[config.mk]
export PLATFORM = sky130hd
export DESIGN_NAME = replay_seq
export DESIGN_NICKNAME = d
export VERILOG_FILES = /design/src/rtl/replay_seq.sv
export SDC_FILE = /design/constraint.sdc
export NUM_CORES = 1
export LEC_CHECK = 0
export CAP_MARGIN = 20
export CORE_AREA = 5 5 262 264
export CTS_CLUSTER_DIAMETER = 200
export CTS_CLUSTER_SIZE = 12
export DETAILED_ROUTE_END_ITERATION = 16
export DIE_AREA = 0 0 267 269
export PLACE_DENSITY = 0.64
export SLEW_MARGIN = 20
export SYNTH_ARGS = -nofsm -noshare
export SYNTH_HDL_FRONTEND = slang
export SYNTH_SLANG_ARGS = --single-unit
[constraint.sdc]
create_clock -name clock -period 5.7 [get_ports clock]
set_input_delay 0.855 -clock clock [delete_from_list [all_inputs] [get_ports clock]]
set_output_delay 0.855 -clock clock [all_outputs]
set_load 0.1 [all_outputs]
[src/rtl/replay_seq.sv]
// replay_seq: replays a recorded poke/expect command stream against a target.
// Each accepted command drives its poke values and then steps the target
// for one clock (tgt_en). Next, the live peek values are compared with the
// command's expected values.
//
// Optional feature: define REPLAY_SEQ_MASK_EN to add cmd_mask. This is a
// per-channel compare enable that is registered with each command.
//
// Ports:
//   clock, reset          sole clock; synchronous active-high reset
//   start                 begins a replay (IDLE only)
//   cmd_valid/cmd_ready   command handshake
//   cmd_poke/cmd_expect   per-step drive values / expected target outputs
//   cmd_last              final command of the replay
//   cmd_mask              (REPLAY_SEQ_MASK_EN) channels to compare
//   peek                  live target outputs
//   tgt_reset, tgt_en     target reset and single-step clock enable
//   poke                  registered drive values
//   cycles                target steps since leaving RST
//   mismatches            failing CHECK clocks, saturating
//   fail_cycle/fail_chan  step number and lowest channel of first mismatch
//   exit, pass, timeout   replay finished / clean / ended by MAX_CYCLES
module replay_seq #(
  parameter int NCHAN        = 4,
  parameter int DATA_W       = 32,
  parameter int CYCLE_W      = 65,
  parameter int RESET_CYCLES = 5,
  parameter int MAX_CYCLES   = 0
) (
  input  logic                    clock,
  input  logic                    reset,
  input  logic                    start,
  input  logic                    cmd_valid,
  output logic                    cmd_ready,
  input  logic [NCHAN*DATA_W-1:0] cmd_poke,
  input  logic [NCHAN*DATA_W-1:0] cmd_expect,
  input  logic                    cmd_last,
`ifdef REPLAY_SEQ_MASK_EN
  input  logic [NCHAN-1:0]        cmd_mask,
`endif
  input  logic [NCHAN*DATA_W-1:0] peek,
  output logic                    tgt_reset,
  output logic                    tgt_en,
  output logic [NCHAN*DATA_W-1:0] poke,
  output logic [CYCLE_W-1:0]      cycles,
  output logic [15:0]             mismatches,
  output logic [CYCLE_W-1:0]      fail_cycle,
  output logic [4:0]              fail_chan,
  output logic                    exit,
  output logic                    pass,
  output logic                    timeout
);

  typedef enum logic [2:0] {IDLE, RST, RUN, STEP, CHECK, DONE} state_t;

  localparam logic [CYCLE_W-1:0] MAX_C = CYCLE_W'(MAX_CYCLES);

  state_t                  state;
  logic [31:0]             rst_cnt;
  logic [NCHAN*DATA_W-1:0] exp_r;
  logic                    last_r;
  logic [NCHAN-1:0]        mask_r;
  logic [NCHAN-1:0]        mask_in;
  logic [NCHAN-1:0]        chan_fail;
  logic                    any_fail;
  logic [4:0]              first_idx;
  logic [15:0]             mism_nxt;
  logic                    hit_max;

`ifdef REPLAY_SEQ_MASK_EN
  assign mask_in = cmd_mask;
`else
  assign mask_in = '1;
`endif

  for (genvar i = 0; i < NCHAN; i++) begin : g_cmp
    assign chan_fail[i] = mask_r[i] &&
                          (peek[i*DATA_W +: DATA_W] != exp_r[i*DATA_W +: DATA_W]);
  end

  assign any_fail = |chan_fail;

  // Scan from the top down so the lowest failing channel wins.
  always_comb begin
    first_idx = '0;
    for (int i = NCHAN - 1; i >= 0; i--)
      if (chan_fail[i]) first_idx = 5'(i);
  end

  // A failing CHECK clock counts once, however many channels differ.
  assign mism_nxt = (any_fail && mismatches != 16'hFFFF) ? mismatches + 16'd1 : mismatches;
  assign hit_max  = (MAX_CYCLES != 0) && (cycles >= MAX_C);

  // Outputs are set on the transition into each state, so they are
  // valid for the whole time the FSM occupies that state.
  always_ff @(posedge clock) begin
    if (reset) begin
      state      <= IDLE;
      rst_cnt    <= '0;
      exp_r      <= '0;
      last_r     <= 1'b0;
      mask_r     <= '0;
      tgt_reset  <= 1'b1;
      tgt_en     <= 1'b0;
      cmd_ready  <= 1'b0;
      poke       <= '0;
      cycles     <= '0;
      mismatches <= '0;
      fail_cycle <= '0;
      fail_chan  <= '0;
      exit       <= 1'b0;
      pass       <= 1'b0;
      timeout    <= 1'b0;
    end else begin
      case (state)
        IDLE: if (start) begin
          state      <= RST;
          rst_cnt    <= '0;
          cycles     <= '0;
          mismatches <= '0;
          fail_cycle <= '0;
          fail_chan  <= '0;
          timeout    <= 1'b0;
        end
        RST: begin
          if (rst_cnt == 32'(RESET_CYCLES - 1)) begin
            state     <= RUN;
            tgt_reset <= 1'b0;
            cmd_ready <= 1'b1;
          end else begin
            rst_cnt <= rst_cnt + 32'd1;
          end
        end
        RUN: if (cmd_valid) begin
          state     <= STEP;
          poke      <= cmd_poke;
          exp_r     <= cmd_expect;
          last_r    <= cmd_last;
          mask_r    <= mask_in;
          cmd_ready <= 1'b0;
          tgt_en    <= 1'b1;
        end
        STEP: begin
          state  <= CHECK;
          tgt_en <= 1'b0;
          cycles <= cycles + CYCLE_W'(1);
        end
        CHECK: begin
          mismatches <= mism_nxt;
          if (any_fail && mismatches == 16'd0) begin
            fail_cycle <= cycles;
            fail_chan  <= first_idx;
          end
          // A timeout takes priority over a clean last command.
          if (last_r || hit_max) begin
            state   <= DONE;
            exit    <= 1'b1;
            timeout <= hit_max;
            pass    <= (mism_nxt == 16'd0) && !hit_max;
          end else begin
            state     <= RUN;
            cmd_ready <= 1'b1;
          end
        end
        DONE: ;
        default: state <= IDLE;
      endcase
    end
  end

endmodule
==> run_results.csv <==
group,metric,value,unit
logic_synthesis,synth-xor-area-share,7.42,%
worst_setup_path,path_max_fanout,36,
global_routing,grt_max_degree,162,
global_routing,grt.total_usage,19.0,%
timing,fin_skew,22.8,ps
timing,slew_violations,0,
logic_synthesis,synth-compound-area-share,13.6,%
floorplanning,rows,95,
worst_setup_path,crit_family,"simple AND/OR/NAND/NOR gates",
worst_setup_path,worstPathArrival,4520,ps
worst_setup_path,crit_type,"in2reg",
power_and_ir_drop,p_leak,9.15,nW
route,dr.first_iter.drc_count,1333,
route,vias_per_cell,4.76,
timing,max_freq,243,MHz
timing,period_share,72.3,%
floorplanning,core_area,0.0663,mm2
timing,relSlewSlack,21.9,%
cells_and_area,layout_commonest_cell,"nand2_1",
timing,tns,0,ps
worst_setup_path,crit_buf_inv,2,
route,wire_per_inst,19.0,um
logic_synthesis,syn_avg_cell_area,7.85,um2
placed_design,port_buffers,669,
logic_synthesis,yosysWarningCount,0,
clock_tree,cts.sinks,446,
global_routing,antenna_found_initial,11,
logic_synthesis,synth_edf_count,0,
clock_tree,cts.clk_slew.worst_paths,60,ps
cells_and_area,final_cell_mix,"665 x nand2_1, 655 x clkdlybuf4s50_1, 446 x dfxtp_1",
global_routing,grt_overflow,0,
worst_setup_path,crit_path_frequent_cell,"nand3_1",
power_and_ir_drop,vdd.ir_drop.worst,0.000190,V
logic_synthesis,synth_top_family_by_area,"simple AND/OR/NAND/NOR gates",
timing,fin_crit,4120,ps
timing,hold_viol_final,0,
logic_synthesis,ys_ff_latch,446,
logic_synthesis,synth_cells,2393,
power_and_ir_drop,power-per-cell-area,226,mW/mm2
logic_synthesis,netlist_area,0.0188,mm2
floorplanning,chipHeight,269,um
clock_tree,cts_inserted_buffers,43,
route,drc,0,
logic_synthesis,synth-main-ff-cell,"dfxtp_1",
power_and_ir_drop,p_total,6.16,mW
logic_synthesis,async_flop_share,0,%
route,wl,73100,um
worst_setup_path,cp-end-kind,"flop",
clock_tree,cts_resized,0,
logic_synthesis,synth-simple-area-share,26.2,%
route,vias,18328,
clock_tree,post_cts_buffers,0,
timing,setup_viol,0,
clock_tree,clk_path_buf_depth,3,
clock_tree,cts_tree,"done",
worst_hold_path,worstHoldPathType,"reg2reg",
global_routing,grt_pass1_vias,17196,
timing,tightest_slew,1170,ps
logic_synthesis,synthAdderAreaFrac,0.333,%
cells_and_area,final_util,41.1,%
route,antenna_left,0,
clock_tree,root_buffer,"clkbuf_16",
clock_tree,ctsHoldBuffers,0,
run_status,status,"finished clean",
timing,rsz0062_at_grt,"no",
worst_setup_path,worst-endpoint-required,6100,ps
clock_tree,htreeDepth,2,
logic_synthesis,yosysUniqueCellTypes,61,
logic_synthesis,synthMuxAreaShare,1.05,%
floorplanning,start_util,28.3,%
placed_design,dp_hpwl,54600,um
clock_tree,clock_latency,580,ps
floorplanning,pin_count,674,
floorplanning,die_area,0.0718,mm2
logic_synthesis,seq_area_frac_synth,47.5,%
floorplanning,die_w,267,um
worst_setup_path,path_cells,"clkdlybuf4s50_1, xnor2_1, nand4_1, nor4_1, and4bb_2, nand3_1, nand2_1, o21ai_4, buf_4, nand3_1, a21oi_1",
worst_setup_path,critPathMaxStageDelay,700,ps
placed_design,place_congestion,0.903,
cells_and_area,area_growth,45.3,%
flow_run,drv_cap,0,
cells_and_area,drive_above_1_share,4.17,%
cells_and_area,final_nets,3365,
worst_setup_path,worst_setup_path_start_kind,"input pin",
route,dr.pass1.iters,5,
worst_setup_path,critPathSlowestCell,"nor4_1",
global_routing,grt_pass1_wl,106000,um
-- path summary, 6_finish.rpt --
| check | from | end | slack (ps) | cells after the start |
|---|---|---|---|---|
| max | peek[73] | fail_cycle[13]$_SDFFE_PP0P_ | 1580 | 11 |
| min | fail_cycle[12]$_SDFFE_PP0P_ | fail_cycle[12]$_SDFFE_PP0P_ | 450 | 2 |
| max reg2reg | exp_r[81]$_SDFFE_PP0P_ | fail_cycle[13]$_SDFFE_PP0P_ | 2020 | 10 |
| min reg2reg | fail_cycle[12]$_SDFFE_PP0P_ | fail_cycle[12]$_SDFFE_PP0P_ | 450 | 2 |
-- cells by family after synthesis --
logic type / Yosys count
other cells: 1
flops: 446
mux: 18
simple gates: 1108
compound gates: 479
fa+ha+maj: 5
xor+xnor: 159
buf+inv: 177
-- state kept, by name, indices dropped and copies added (netlist names), 2 cells and up --
| signal | count |
|---|---|
| exp_r | 128 |
| poke | 128 |
| cycles | 65 |
| fail_cycle | 65 |
| rst_cnt | 32 |
| mismatches | 16 |
| state | 3 |
| fail_chan | 2 |
-- report_power, final --
| group | leakage [nW] | switching [mW] | internal, mW | total, mW |
|---|---|---|---|---|
| combinational | 5.01 | 0.188 | 0.270 | 0.458 |
| sequential | 3.59 | 0.00390 | 3.12 | 3.12 |
| clock | 0.550 | 1.24 | 1.34 | 2.59 |
-- tightest hold or removal path, delay by kind of cell (launching register included) --
family             cells  cell delay [ps]
DFF                    1              310
and+or+nand+nor        1               50
AOI/OAI and AO/OA      1               50
-- metrics by stage --
step / setup WS, ps / area [um2] / cells / hold WS (ps)
finish: 1580 / 27300 / 3848 / 448
global route: 1410 / 27300 / 3846 / 468
CTS: 1670 / 27300 / 3844 / 452
detailed placement: 1080 / 26100 / 3798 / 444
global placement: 1060 / 26100 / 3798 / 437
floorplan: 2410 / 18800 / 2396 / 448
-- cells in the mapped netlist, types with 3 or more instances --
library cell | instances | share of area [%]
mux2i_1 | 5 | 0.27
o211ai_1 | 25 | 1.0
o21a_1 | 8 | 0.32
mux2_2 | 13 | 0.78
xnor2_1 | 41 | 1.9
o21ai_0 | 24 | 0.64
dfxtp_1 | 446 | 48
inv_1 | 18 | 0.36
buf_2 | 13 | 0.35
buf_1 | 8 | 0.16
xor2_1 | 118 | 5.5
nand2b_1 | 4 | 0.13
clkbuf_1 | 132 | 2.6
nor2_1 | 104 | 2.1
a211oi_1 | 4 | 0.16
a22oi_1 | 3 | 0.12
ha_1 | 5 | 0.33
nand4_2 | 3 | 0.20
nor3_1 | 23 | 0.61
nand4b_1 | 4 | 0.19
buf_4 | 5 | 0.20
or3_1 | 30 | 1.0
and2_1 | 12 | 0.40
nand2_1 | 665 | 13
and3_1 | 36 | 1.2
and4_1 | 7 | 0.33
nand4_1 | 28 | 0.93
nor4_1 | 35 | 1.2
a21oi_1 | 392 | 10
a31oi_1 | 5 | 0.17
or2_2 | 12 | 0.40
nand3_1 | 130 | 3.5
-- layout make-up --
cell class                 instances  area [um2]
antenna                            3        7.51
clock buffer                      43        1080
clock inverter                     3        43.8
fill                            6781       39100
inverter                          18        67.6
multi-input combinational       1773        9200
sequential                       446        8930
tap                              873        1090
timing repair buffer             689        6860
-- per-layer routing --
metal / track usage (%) / vias to the layer above / routed length (um)
met5: 0 / - / 84
met4: 5.99 / 12 / 2410
met3: 5.26 / 103 / 5200
met2: 32.7 / 563 / 35800
met1: 23.1 / 8475 / 29600
li1: - / 9175 / -
No activity file was read; power rests on OpenSTA's default activity.
